## config.mk

```make
export PLATFORM = sky130hd
export DESIGN_NAME = eval_arbiter_flat
export DESIGN_NICKNAME = d
export VERILOG_FILES = /design/src/rtl/eval_arbiter_pkg.sv /design/src/rtl/eval_arbiter_if.sv /design/src/rtl/eval_tag_fifo.sv /design/src/rtl/eval_arbiter.sv /design/src/flat_wrapper.sv
export SDC_FILE = /design/constraint.sdc
export NUM_CORES = 1
export LEC_CHECK = 0
export ABC_AREA = 1
export CORE_AREA = 2 2 539 541
export CTS_CLUSTER_SIZE = 10
export DETAILED_ROUTE_END_ITERATION = 16
export DIE_AREA = 0 0 541 543
export GPL_TIMING_DRIVEN = 1
export HOLD_SLACK_MARGIN = 0.15
export PLACE_DENSITY_LB_ADDON = 0.05
export SETUP_SLACK_MARGIN = 0.2
export SLEW_MARGIN = 20
export SYNTH_ARGS = -nofsm -noshare
export SYNTH_HDL_FRONTEND = slang
export SYNTH_SLANG_ARGS = --single-unit
export TNS_END_PERCENT = 20
```

## constraint.sdc

```tcl
create_clock -name clk -period 8 [get_ports clk]
set_clock_uncertainty 0.05 [all_clocks]
set_input_delay 1.6 -clock clk [delete_from_list [all_inputs] [get_ports clk]]
set_output_delay 1.6 -clock clk [all_outputs]
set_load 0.01 [all_outputs]
```

## src/rtl/eval_arbiter_pkg.sv

```systemverilog
// Shared constants and payload types for the evaluate arbiter slice.
package eval_arbiter_pkg;

  localparam int unsigned PIECE_WIDTH  = 4;
  localparam int unsigned BOARD_WIDTH  = PIECE_WIDTH * 64;
  localparam int unsigned EVAL_WIDTH   = 22;
  localparam int unsigned CASTLE_WIDTH = 4;
  localparam int unsigned EP_WIDTH     = 4;

  typedef struct packed {
    logic [BOARD_WIDTH-1:0]  board;
    logic                    white_to_move;
    logic [CASTLE_WIDTH-1:0] castle_mask;
    logic [EP_WIDTH-1:0]     en_passant_col;
  } board_req_t;

endpackage

```

## src/rtl/eval_arbiter_if.sv

```systemverilog
// Requester, evaluate and response signals of the evaluate arbiter.
interface eval_arbiter_if #(
  parameter int unsigned NUM_REQ = 4
);
  import eval_arbiter_pkg::*;

  logic [NUM_REQ-1:0]              req_valid;
  logic [NUM_REQ-1:0]              req_ready;
  logic [NUM_REQ*BOARD_WIDTH-1:0]  req_board;
  logic [NUM_REQ-1:0]              req_white_to_move;
  logic [NUM_REQ*CASTLE_WIDTH-1:0] req_castle_mask;
  logic [NUM_REQ*EP_WIDTH-1:0]     req_en_passant_col;

  logic                            eval_board_valid;
  logic [BOARD_WIDTH-1:0]          eval_board;
  logic                            eval_white_to_move;
  logic [CASTLE_WIDTH-1:0]         eval_castle_mask;
  logic [EP_WIDTH-1:0]             eval_en_passant_col;
  logic signed [EVAL_WIDTH-1:0]    eval_in;
  logic                            eval_valid_in;

  logic [NUM_REQ-1:0]              rsp_valid;
  logic signed [EVAL_WIDTH-1:0]    rsp_eval;
  logic                            busy;
  logic                            err_unexpected;

  // Environment side: requesters plus the evaluate pipeline.
  modport master (
    output req_valid, req_board, req_white_to_move, req_castle_mask, req_en_passant_col,
    output eval_in, eval_valid_in,
    input  req_ready, eval_board_valid, eval_board, eval_white_to_move,
    input  eval_castle_mask, eval_en_passant_col, rsp_valid, rsp_eval, busy, err_unexpected
  );

  // Arbiter side.
  modport slave (
    input  req_valid, req_board, req_white_to_move, req_castle_mask, req_en_passant_col,
    input  eval_in, eval_valid_in,
    output req_ready, eval_board_valid, eval_board, eval_white_to_move,
    output eval_castle_mask, eval_en_passant_col, rsp_valid, rsp_eval, busy, err_unexpected
  );

endinterface

```

## src/rtl/eval_tag_fifo.sv

```systemverilog
// Synchronous FIFO of requester tags for boards in flight inside evaluate.
module eval_tag_fifo #(
  parameter int unsigned DEPTH = 8,
  parameter int unsigned WIDTH = 2
) (
  input  logic                         clk,
  input  logic                         reset,
  input  logic                         push,
  input  logic [WIDTH-1:0]             push_tag,
  input  logic                         pop,
  output logic [WIDTH-1:0]             pop_tag,
  output logic [$clog2(DEPTH):0]       count,
  output logic                         empty
);
  localparam int unsigned AW    = $clog2(DEPTH);
  localparam int unsigned CNT_W = AW + 1;

  logic [WIDTH-1:0] mem [DEPTH];
  logic [AW-1:0]    wr_ptr;
  logic [AW-1:0]    rd_ptr;
  logic [CNT_W-1:0] count_q;

  assign count   = count_q;
  assign empty   = (count_q == '0);
  // An empty FIFO forwards the incoming tag so a same-cycle push/pop stays consistent.
  assign pop_tag = empty ? push_tag : mem[rd_ptr];

  always_ff @(posedge clk) begin
    if (push) mem[wr_ptr] <= push_tag;
  end

  always_ff @(posedge clk) begin
    if (!reset) begin
      wr_ptr  <= '0;
      rd_ptr  <= '0;
      count_q <= '0;
    end else begin
      if (push) wr_ptr <= wr_ptr + AW'(1);
      if (pop)  rd_ptr <= rd_ptr + AW'(1);
      case ({push, pop})
        2'b10:   count_q <= count_q + CNT_W'(1);
        2'b01:   count_q <= count_q - CNT_W'(1);
        default: count_q <= count_q;
      endcase
    end
  end

endmodule

```

## src/rtl/eval_arbiter.sv

```systemverilog
// Round-robin sharing of one pipelined evaluate among NUM_REQ board producers,
// with in-order routing of results back to the issuing requester.
module eval_arbiter
  import eval_arbiter_pkg::*;
#(
  parameter int unsigned NUM_REQ         = 4,
  parameter int unsigned MAX_OUTSTANDING = 8
) (
  input logic          clk,
  input logic          reset,
  eval_arbiter_if.slave bus
);
  localparam int unsigned TAG_W = $clog2(NUM_REQ);
  localparam int unsigned CNT_W = $clog2(MAX_OUTSTANDING) + 1;

  logic [TAG_W-1:0]             ptr;
  logic [TAG_W-1:0]             grant_idx;
  logic [TAG_W-1:0]             next_ptr;
  logic [TAG_W-1:0]             pop_tag;
  logic [NUM_REQ-1:0]           ready_c;
  logic                         push;
  logic                         pop;
  logic                         unexpected;
  logic                         can_issue;
  logic                         fifo_empty;
  logic [CNT_W-1:0]             count;
  board_req_t                   sel;
  board_req_t                   issue_q;
  logic                         issue_valid_q;
  logic [NUM_REQ-1:0]           rsp_valid_q;
  logic signed [EVAL_WIDTH-1:0] rsp_eval_q;
  logic                         err_q;

  // Credit check uses the registered count only; a same-cycle pop frees nothing yet.
  assign can_issue = (count < CNT_W'(MAX_OUTSTANDING));

  always_comb begin : grant_search
    logic [TAG_W-1:0] idx;
    ready_c   = '0;
    grant_idx = '0;
    push      = 1'b0;
    idx       = '0;
    for (int unsigned k = 0; k < NUM_REQ; k++) begin
      idx = TAG_W'((32'(ptr) + k) % NUM_REQ);
      if (can_issue && !push && bus.req_valid[idx]) begin
        push         = 1'b1;
        grant_idx    = idx;
        ready_c[idx] = 1'b1;
      end
    end
  end

  always_comb begin : payload_mux
    sel = '0;
    for (int unsigned i = 0; i < NUM_REQ; i++) begin
      if (grant_idx == TAG_W'(i)) begin
        sel.board          = bus.req_board[i*BOARD_WIDTH +: BOARD_WIDTH];
        sel.white_to_move  = bus.req_white_to_move[i];
        sel.castle_mask    = bus.req_castle_mask[i*CASTLE_WIDTH +: CASTLE_WIDTH];
        sel.en_passant_col = bus.req_en_passant_col[i*EP_WIDTH +: EP_WIDTH];
      end
    end
  end

  assign next_ptr   = (grant_idx == TAG_W'(NUM_REQ - 1)) ? '0 : grant_idx + TAG_W'(1);
  assign pop        = bus.eval_valid_in & (~fifo_empty | push);
  assign unexpected = bus.eval_valid_in & fifo_empty & ~push;

  eval_tag_fifo #(
    .DEPTH (MAX_OUTSTANDING),
    .WIDTH (TAG_W)
  ) u_tag_fifo (
    .clk      (clk),
    .reset    (reset),
    .push     (push),
    .push_tag (grant_idx),
    .pop      (pop),
    .pop_tag  (pop_tag),
    .count    (count),
    .empty    (fifo_empty)
  );

  always_ff @(posedge clk) begin
    if (!reset) begin
      ptr           <= '0;
      issue_valid_q <= 1'b0;
      issue_q       <= '0;
      rsp_valid_q   <= '0;
      rsp_eval_q    <= '0;
      err_q         <= 1'b0;
    end else begin
      issue_valid_q <= push;
      if (push) begin
        issue_q <= sel;
        ptr     <= next_ptr;
      end
      rsp_valid_q <= pop ? (NUM_REQ'(1) << pop_tag) : '0;
      if (pop)        rsp_eval_q <= bus.eval_in;
      if (unexpected) err_q      <= 1'b1;
    end
  end

  assign bus.req_ready           = ready_c;
  assign bus.eval_board_valid    = issue_valid_q;
  assign bus.eval_board          = issue_q.board;
  assign bus.eval_white_to_move  = issue_q.white_to_move;
  assign bus.eval_castle_mask    = issue_q.castle_mask;
  assign bus.eval_en_passant_col = issue_q.en_passant_col;
  assign bus.rsp_valid           = rsp_valid_q;
  assign bus.rsp_eval            = rsp_eval_q;
  assign bus.busy                = (count != '0) | issue_valid_q;
  assign bus.err_unexpected      = err_q;

endmodule
```

## src/flat_wrapper.sv

```systemverilog
// flat-port wrapper written by rule: the top's interface ports become plain ports
module eval_arbiter_flat import eval_arbiter_pkg::*;
#(
  parameter int unsigned NUM_REQ         = 4,
  parameter int unsigned MAX_OUTSTANDING = 8
)
  (clk, reset, bus_req_valid, bus_req_board, bus_req_white_to_move, bus_req_castle_mask, bus_req_en_passant_col, bus_eval_in, bus_eval_valid_in, bus_req_ready, bus_eval_board_valid, bus_eval_board, bus_eval_white_to_move, bus_eval_castle_mask, bus_eval_en_passant_col, bus_rsp_valid, bus_rsp_eval, bus_busy, bus_err_unexpected);
  eval_arbiter_if #(.NUM_REQ(NUM_REQ)) bus_i ();
  input logic clk;
  input logic reset;
  input wire logic [$bits(bus_i.req_valid)-1:0] bus_req_valid;
  input wire logic [$bits(bus_i.req_board)-1:0] bus_req_board;
  input wire logic [$bits(bus_i.req_white_to_move)-1:0] bus_req_white_to_move;
  input wire logic [$bits(bus_i.req_castle_mask)-1:0] bus_req_castle_mask;
  input wire logic [$bits(bus_i.req_en_passant_col)-1:0] bus_req_en_passant_col;
  input wire logic [$bits(bus_i.eval_in)-1:0] bus_eval_in;
  input wire logic [$bits(bus_i.eval_valid_in)-1:0] bus_eval_valid_in;
  output wire logic [$bits(bus_i.req_ready)-1:0] bus_req_ready;
  output wire logic [$bits(bus_i.eval_board_valid)-1:0] bus_eval_board_valid;
  output wire logic [$bits(bus_i.eval_board)-1:0] bus_eval_board;
  output wire logic [$bits(bus_i.eval_white_to_move)-1:0] bus_eval_white_to_move;
  output wire logic [$bits(bus_i.eval_castle_mask)-1:0] bus_eval_castle_mask;
  output wire logic [$bits(bus_i.eval_en_passant_col)-1:0] bus_eval_en_passant_col;
  output wire logic [$bits(bus_i.rsp_valid)-1:0] bus_rsp_valid;
  output wire logic [$bits(bus_i.rsp_eval)-1:0] bus_rsp_eval;
  output wire logic [$bits(bus_i.busy)-1:0] bus_busy;
  output wire logic [$bits(bus_i.err_unexpected)-1:0] bus_err_unexpected;
  assign bus_i.req_valid = bus_req_valid;
  assign bus_i.req_board = bus_req_board;
  assign bus_i.req_white_to_move = bus_req_white_to_move;
  assign bus_i.req_castle_mask = bus_req_castle_mask;
  assign bus_i.req_en_passant_col = bus_req_en_passant_col;
  assign bus_i.eval_in = bus_eval_in;
  assign bus_i.eval_valid_in = bus_eval_valid_in;
  assign bus_req_ready = bus_i.req_ready;
  assign bus_eval_board_valid = bus_i.eval_board_valid;
  assign bus_eval_board = bus_i.eval_board;
  assign bus_eval_white_to_move = bus_i.eval_white_to_move;
  assign bus_eval_castle_mask = bus_i.eval_castle_mask;
  assign bus_eval_en_passant_col = bus_i.eval_en_passant_col;
  assign bus_rsp_valid = bus_i.rsp_valid;
  assign bus_rsp_eval = bus_i.rsp_eval;
  assign bus_busy = bus_i.busy;
  assign bus_err_unexpected = bus_i.err_unexpected;
  eval_arbiter #(.NUM_REQ(NUM_REQ), .MAX_OUTSTANDING(MAX_OUTSTANDING)) u_core (.clk(clk), .reset(reset), .bus(bus_i));
endmodule
```

-- Word-level counts from Yosys, hierarchy flattened
Memories as Yosys holds them, arrays and structs flattened. A register that Yosys moved wholly into a read port is not among the register bits.
Cells that the tools add are included.
- add/subtract/negate cells: 8
- magnitude comparators: 9
- eq/ne operators: 5
- shifts and indexed selects: 1
- muxes and demuxes: 39
- bitwise gates (word level): 10
- reduce and logical (&&, ||, !) cells: 19
- operators by type and width (operator ; count):
    two-way mux 265 bit ; 4
    two-way mux 4 bit ; 4
    two-way mux 1 bit ; 14
    less-than comparator 2 x 3 -> 1 bit, second input constant ; 4
    two-way mux 2 bit ; 6
    bitwise OR 4 bit ; 3
    logical AND 1 bit ; 11
    binary-select mux 1 bit (select 2 bit) ; 4
    demux 1 bit (select 2 bit) ; 4
    >= comparator 2 x 1 -> 1 bit, second input constant ; 4
    case mux 4 bit (2 select lines) ; 1
    adder 3 x 1 -> 3 bit, second input constant ; 2
    equality test 2 bit, second input constant ; 3
    two-way mux 3 bit ; 2
    adder 2 x 1 -> 2 bit, second input constant ; 2
    adder 2 bit, second input constant ; 2
    adder 4 x 1 -> 4 bit, second input constant ; 1
    equality test 2 x 1 -> 1 bit, second input constant ; 2
    zero test 4 bit ; 1
    less-than comparator 4 bit, second input constant ; 1
    nonzero test 4 bit ; 1
    << shifter 1 x 2 -> 4 bit, first input constant ; 1
    subtractor 4 x 1 -> 4 bit, second input constant ; 1
    AND 1 bit ; 3
    other kinds (6) ; 10
- flip-flop bits (word level): 305
- RAM bits: 16
- input bits: 1089
- output and inout bits: 298
- logic and storage cells: 104
- memories: 1
- memory list (memory ; depth ; bits a word ; read ports ; clocked after Yosys merged registers in ; write ports ; RTL line ; RTL):
    u_core.u_tag_fifo.mem ; 8 ; 2 ; 1 ; 1 ; 1 ; eval_tag_fifo.sv:18 ; logic [WIDTH-1:0] mem [DEPTH];

-- Depth between registers and ports, before layout
Gate-level depths: netlist (run 1).
- depth in word-level cells: 21
- gate-level depth with buffers: 23
- gate-level depth less buffers: 21

-- By module
From an unflattened synthesis (run 1), not the netlist that was laid out.
- cell total of the unflattened synthesis: 3070
- area, all modules: 19961.6 µm²
- by module, submodules not included (module ; times used ; cells an instance ; area each (µm²)):
    eval_arbiter ; 1 ; 2928 ; 18627.9
    eval_tag_fifo ; 1 ; 142 ; 1333.8

-- Least setup slack after synthesis (run 1)
OpenSTA, ideal clock, no wires.
- kind: input-to-reg
- from: input bus_req_valid[3]
- to: register u_core.issue_q (netlist bit u_core.bus.eval_board[137])
- arrival time: 4.062 ns
- required time: 7.834 ns
- slack: 3.772 ns
- stages on the path: 17
- buffers on the path: 4
- cell sequence: nand2_1 > nand3_1 > nand2_2 > nand4_1 > nor2_4 > inv_1 > nand3_1 > nand2_1 > inv_1 > ha_1 > buf_2 > clkbuf_1 > clkbuf_1 > clkbuf_1 > o21ai_0 > o21ai_0 > nor2_1
- longest elaborated chain between the ends: 21
- elaborated cells on any way between the ends: 34
- RTL lines (element ; RTL line ; RTL):
    start: declaration ; flat_wrapper.sv:11 ; input wire logic [$bits(bus_i.req_valid)-1:0] bus_req_valid;
    binary-select mux 1 bit (select 2 bit) ; eval_arbiter.sv:45 ; if (can_issue && !push && bus.req_valid[idx]) begin
    two-way mux 1 bit (not written as such) ; eval_arbiter.sv:45 ;
    logical AND 1 bit ; eval_arbiter.sv:45 ;
    two-way mux 1 bit ; eval_arbiter.sv:45 ;
    zero test 1 bit ; eval_arbiter.sv:45 ;
    logical AND 1 bit (2 in series) ; eval_arbiter.sv:45 ;
    two-way mux 1 bit ; eval_arbiter.sv:45 ;
    zero test 1 bit ; eval_arbiter.sv:45 ;
    logical AND 1 bit (2 in series) ; eval_arbiter.sv:45 ;
    two-way mux 1 bit ; eval_arbiter.sv:45 ;
    zero test 1 bit ; eval_arbiter.sv:45 ;
    logical AND 1 bit (2 in series) ; eval_arbiter.sv:45 ;
    two-way mux 2 bit * ; eval_arbiter.sv:45 ;
    net u_core.grant_idx[0] ; eval_arbiter.sv:17 ; logic [TAG_W-1:0] grant_idx;
    zero test 2 bit ; eval_arbiter.sv:56 ; if (grant_idx == TAG_W'(i)) begin
    two-way mux 265 bit (3 in series) ; eval_arbiter.sv:56 ;
    two-way mux 265 bit * ; eval_arbiter.sv:56 ;
    end signal: assignment ; eval_arbiter.sv:94 ; issue_q <= sel;
    end: declaration ; eval_arbiter.sv:28 ; board_req_t issue_q;
Mark *: on every way through the listed nets, which the timed path passes. The rest lies on a longest branch. The select of a mux whose other input is x is not followed.
A chain may end at the register's enable or synchronous reset.

-- Final worst setup path (run 1)
- from: input bus_req_valid[3]
- to: register u_core.issue_q (netlist bit u_core.bus.eval_board[154])
The elaborated chain is that of the path after synthesis.

==> results_dict.tcl, run 1 <==
set metrics [dict create \
    die-area_sq_um 294000 \
    setup_tns_ps 0 \
    drc 0 \
    clock_sink_count 324 \
    synth_fp_nets 4386 \
    synthMuxAreaShare_pct 0.0994 \
    synth_cell_type_count 35 \
    yosys_most_used_dff "dfxtp_1" \
    core_sq_um 287000 \
    grt_usage_pct 15.0 \
    powerDensity_nw_per_um2 584 \
    clkTransAtPathRegs_ps 60 \
    drv_slew 0 \
    critPathRequiredTime_ps 8530 \
    clk_latency_ps 680 \
    fp.dieH_microns 543 \
    wl_per_cell_microns 27.6 \
    post-dp-hpwl_microns 186000 \
    timing.final.crit_share_pct 69.9 \
    cts_root_buffer "clkbuf_16" \
    ys_seq_area_share_pct 33.0 \
    ir_worst_vdd_v 0.000415 \
    nNetsFinal 5603 \
    grt_max_degree 149 \
    final_common_cell "clkdlybuf4s50_1" \
    synth_top_family_by_area "simple AND/OR/NAND/NOR gates" \
    syn_area_sq_um 20100 \
    finalSetupViolCount 0 \
    antenna_found_initial 161 \
    cap_violations 0 \
    vias_per_cell 3.39 \
    relSlewSlack_pct 17.1 \
    drt_iter0_markers 1383 \
    power_w 0.0235 \
    critPathMaxFanout 59 \
    numPlacedInstances 8221 \
    layout_common_cells "clkdlybuf4s50_1 (1,385), o21ai_0 (636), nor2_1 (612)" \
    fin_crit_ps 5590 \
    synth_xor_area_share_pct 0.130 \
    postSynthAreaPerCell_sq_um 6.13 \
    drt_first_pass_iters 5 \
    grt_pass1_wl_microns 296000 \
    gr-total-overflow 0 \
    fillerInstances 33174 \
    hold_viol 0 \
    place.gp.congestion 0.798 \
    ys_ff_latch 324 \
    arrival_ps 6120 \
    post_cts_resized 0 \
    tightest_slew_ps 1240 \
    initial_core_util_pct 7.01 \
    cellLeakagePower_nw 14.9 \
    status "completed" \
    fin_cells 8366 \
    yosys_warnings 0 \
    postCtsSetupBuffers 0 \
    drive_gt1_share_pct 4.37 \
    synthArstFlopShare_pct 0 \
    rsz0062_at_grt "no" \
    cts_hold_repair.buffers 0 \
    cts_tree "done" \
    crit_type "in2reg" \
    die_w_microns 541 \
    ctsLongestPathBuffers 3 \
    hold_class "reg2reg" \
    syn-instance-count 3284 \
    htreeDepth 2 \
    worstSetupStartpointType "input pin" \
    ant_nets 0 \
    crit-reg2reg-launch "u_core.ptr[0]" \
    synth_edf_count 16 \
    numCtsBuffers 59 \
    clock.fmax_ghz 0.179 \
    num_rows 197 \
    synth_fa_ha_area_share_pct 0.808 \
    startpoint "bus_req_valid[3]" \
    vias 28321 \
    synth_compound_area_share_pct 28.1 \
    area_delta_synth_final_pct 100 \
    numPortBuffers 1386 \
    min_from "u_core.bus.err_unexpected" \
    cp-end-kind "flop" \
    synth_simple_gate_area_share_pct 29.7 \
    io_pins 1387 \
    wirelength_microns 231000 \
    grt_pass1_vias 29274 \
]
==> synth_stat cells (all sizes together) (2+ instances only) <==
| library cell | instances | share of area [%] |
|---|---|---|
| o21ai | 832 | 21 |
| nor2 | 614 | 12 |
| nand2 | 578 | 11 |
| dfxtp | 308 | 31 |
| nand3 | 284 | 7.1 |
| a21oi | 275 | 6.8 |
| clkbuf | 215 | 4.0 |
| buf | 89 | 3.4 |
| inv | 34 | 0.66 |
| edfxtp | 16 | 2.4 |
| ha | 13 | 0.81 |
| o221ai | 6 | 0.26 |
| a22oi | 4 | 0.15 |
| nand4 | 3 | 0.093 |
| mux2i | 2 | 0.099 |
| o32ai | 2 | 0.087 |
| xor2 | 2 | 0.087 |
==> kinds of logic after synthesis <==
group / Yosys count
and+or+nand+nor: 1482
buffers and inverters: 339
AOI/OAI and AO/OA: 1121
adders and majority gates: 13
xor gates and xnor gates: 3
DFF: 324
muxes: 2
==> through the flow <==
stage	utilization [%]	area, sq um	hold slack [ps]	setup WS [ps]
finish	14.0	40300	419	2410
global route	14.0	40200	447	2070
CTS	14.0	40200	427	2290
detailed placement	13.3	38100	417	1500
global placement	13.3	38100	410	1490
floorplan	-	20100	411	3770
==> registers in the layout, summed over array words and instances (netlist names), 4 cells and up, named ones only <==
| register | cells |
|---|---|
| u_core.u_tag_fifo.mem | 16 |
| u_core.bus.rsp_eval | 22 |
| u_core.bus.rsp_valid | 4 |
| u_core.u_tag_fifo.count | 4 |
| u_core.bus.eval_en_passant_col | 4 |
| u_core.bus.eval_castle_mask | 4 |
| u_core.bus.eval_board | 256 |
==> path summary, 6_finish.rpt <==
path / end / cells past startpoint / slack [ps]
max: u_core.bus.eval_board[154] / 19 / 2410
min: u_core.bus.err_unexpected / 2 / 420
max reg2reg: u_core.bus.eval_board[154] / 19 / 2730
min reg2reg: u_core.bus.err_unexpected / 2 / 420
==> power breakdown <==
group / total (W) / internal [W] / switching (W)
combinational: 0.0180 / 0.00554 / 0.0124
sequential: 0.00270 / 0.00233 / 0.000371
clock: 0.00286 / 0.00173 / 0.00112
total: 0.0235 / 0.00961 / 0.0139
==> worst max-delay path, cell delays in order <==
cell,delay (ps)
clkdlybuf4s50_1,490
nand2_1,90
nand3_1,140
nand2_2,100
nor2_1,310
nand2_1,80
nand3_1,90
nand2_1,60
nand2_1,70
nand2_1,180
inv_1,350
ha_4,450
inv_8,240
buf_4,350
o21ai_0,800
buf_4,250
o21ai_0,70
o21ai_1,160
nor2_1,50
==> metal layers <==
| layer | up-vias | track usage, % | part of all wire, % |
|---|---|---|---|
| met4 | 66 | 2.31 | 1.7 |
| met2 | 1156 | 28.0 | 51 |
| met1 | 13188 | 16.0 | 37 |
| met5 | - | 0 | 0.17 |
| li1 | 13583 | - | - |
| met3 | 328 | 6.14 | 9.3 |
==> area by class of cell <==
class	instances	area (sq um)	area share, %
Timing Repair Buffer	1460	14700	36.4
Multi-Input combinational cell	2621	11900	29.5
Antenna cell	34	85.1	0.211
Inverter	35	161	0.401
Sequential cell	324	6650	16.5
Tap cell	3781	4730	11.7
Clock buffer	82	1700	4.23
Clock inverter	29	373	0.925
Note: power is estimated with default switching activity, not from simulation.
==> run 2: changes to the inputs <==
--- a/config.mk
+++ b/config.mk
@@ -6,10 +6,10 @@
 export NUM_CORES = 1
 export LEC_CHECK = 0
 export ABC_AREA = 1
-export CORE_AREA = 2 2 539 541
+export CORE_AREA = 2 2 536 538
 export CTS_CLUSTER_SIZE = 10
 export DETAILED_ROUTE_END_ITERATION = 16
-export DIE_AREA = 0 0 541 543
+export DIE_AREA = 0 0 538 540
 export GPL_TIMING_DRIVEN = 1
 export HOLD_SLACK_MARGIN = 0.15
 export PLACE_DENSITY_LB_ADDON = 0.05
==> constraint.sdc (replaced) <==
create_clock -name clk -period 4.6 [get_ports clk]
set_clock_uncertainty 0.05 [all_clocks]
set_input_delay 0.92 -clock clk [delete_from_list [all_inputs] [get_ports clk]]
set_output_delay 0.92 -clock clk [all_outputs]
set_load 0.01 [all_outputs]
==> run 2 against run 1 <==
Setup slack worse by 1900 ps. Global-route usage down 1.1 points. Critical path depth is 9 lower. Via count barely moved. Critical endpoint is now bus_req_ready[1]. Wire length is 8.8% lower. Count of clock-buffer cells in the layout is 2 lower.
==> results_dict.tcl, run 2 (synthesis results as in run 1) <==
set metrics [dict create \
    area_delta_synth_final_pct 107 \
    core_sq_um 284000 \
    cp_slowest_cell "clkdlybuf4s50_1" \
    initial_core_util_pct 7.08 \
    die_w_microns 538 \
    ff2ff_setup_slack_ps 630 \
    reg2reg_to "u_core.bus.eval_board[243]" \
    grt_pass1_vias 29914 \
    critPathMaxFanout 8 \
    place.gp.congestion 0.801 \
    nNetsFinal 5749 \
    final_common_cell "clkdlybuf4s50_1" \
    drv_slew 0 \
    clock_sink_count 324 \
    ir_worst_vdd_v 0.000500 \
    rr_worst_depth 20 \
    num_rows 196 \
    htreeDepth 2 \
    numPortBuffers 1386 \
    cp_cell_sequence "inv_4, ha_1, inv_1, nand3_2, nand2_2, nand4_1, nor2_4, inv_1, o221ai_1, clkdlybuf4s50_1" \
    drt_iter0_markers 1136 \
    critPathRequiredTime_ps 3630 \
    largest_reg_flops 256 \
    gr-total-overflow 0 \
    crit_path_frequent_cell "inv_1" \
    tightest_slew_ps 832 \
    final_core_util_pct 14.6 \
    min_delay_path_depth 2 \
    drt_first_pass_iters 4 \
    worstSetupStartpointType "flop" \
    postCtsSetupBuffers 0 \
    grt_usage_pct 13.9 \
    status "completed" \
    hold_class "reg2reg" \
    relSlewSlack_pct 44.5 \
    cp-end-kind "output pin" \
    powerDensity_nw_per_um2 1030 \
    arrival_ps 3140 \
    ctsLongestPathBuffers 3 \
    vias 28304 \
    slowest_delay_ps 630 \
    cts_hold_repair.buffers 0 \
    fin_crit_ps 4110 \
    finalSetupViolCount 0 \
    cellLeakagePower_nw 15.7 \
    crit_type "reg2out" \
    clk_latency_ps 690 \
    cts_root_buffer "clkbuf_16" \
    fp.dieH_microns 540 \
    min_from "u_core.bus.err_unexpected" \
    drc 0 \
    wl_per_cell_microns 24.9 \
    grt_pass1_wl_microns 276000 \
    worstHoldEndpoint "u_core.bus.err_unexpected" \
    antenna_found_initial 112 \
    clkTransAtPathRegs_ps 50 \
    rsz0062_at_grt "no" \
    grt_max_degree 102 \
    cts_tree "done" \
    die-area_sq_um 291000 \
    io_pins 1387 \
    vias_per_cell 3.34 \
    ant_nets 0 \
    crit-reg2reg-launch "u_core.ptr[0]" \
    hold_viol 0 \
    numCtsBuffers 57 \
    post_cts_resized 0 \
    timing.final.crit_share_pct 89.4 \
    cap_violations 0 \
    drive_gt1_share_pct 7.33 \
    wirelength_microns 211000 \
    post-dp-hpwl_microns 172000 \
    layout_common_cells "clkdlybuf4s50_1 (1,385), o21ai_0 (638), nor2_1 (612)" \
    clock.fmax_ghz 0.243 \
    setup_tns_ps 0 \
]
-- run 2: through the flow --
stage	total power (W)	worst slack [ps]	area, sq um	std cells	hold WS [ps]
2_1_floorplan	0.0213	1050	20100	3284	411
3_3_place_gp	0.0402	-182	39700	8350	392
3_5_place_dp	0.0400	-165	39700	8350	400
6_report	0.0428	488	41600	8484	411
5_1_grt	0.0475	234	41500	8461	432
4_1_cts	0.0447	348	41500	8456	412
-- run 2: worst max-delay path by stage --
stage                     start                         end  slack [ps]
5_1_grt           u_core.ptr[0]            bus_req_ready[3]         230
4_1_cts           u_core.ptr[0]            bus_req_ready[0]         350
2_1_floorplan  bus_req_valid[3]  u_core.bus.eval_board[137]        1050
6_report          u_core.ptr[0]            bus_req_ready[1]         490
3_3_place_gp   bus_req_valid[3]  u_core.bus.eval_board[100]        -180
3_5_place_dp   bus_req_valid[2]  u_core.bus.eval_board[245]        -160
-- run 2: critical path, delay by kind of cell (launching register included) --
kind,cells,cell delay [ps]
buf+inv,4,920
simple gates,4,470
fa+ha+maj,1,410
flops,1,380
compound gates,1,280
-- run 2: report_power, final --
part | internal, W | switching (W) | leakage [nW]
clock network | 0.00251 | 0.00187 | 0.922
registers | 0.00405 | 0.000583 | 2.70
logic | 0.0126 | 0.0212 | 12.0
-- run 2: layout make-up --
cell class / count / area [sq um]
fill: 32840 / 243000
clock buffer: 80 / 1660
inverter: 35 / 161
tap: 3762 / 4710
clock inverter: 26 / 170
antenna: 28 / 70.1
sequential: 324 / 6650
multi-input combinational: 2621 / 11900
timing repair buffer: 1608 / 16300
-- run 2: metal layers --
layer	GRT usage [%]	up-vias	share of wire, %
li1	-	13883	-
met1	15.3	13056	39
met4	2.80	66	2.1
met2	25.6	1042	51
met3	4.58	257	7.9
met5	0	-	0.21
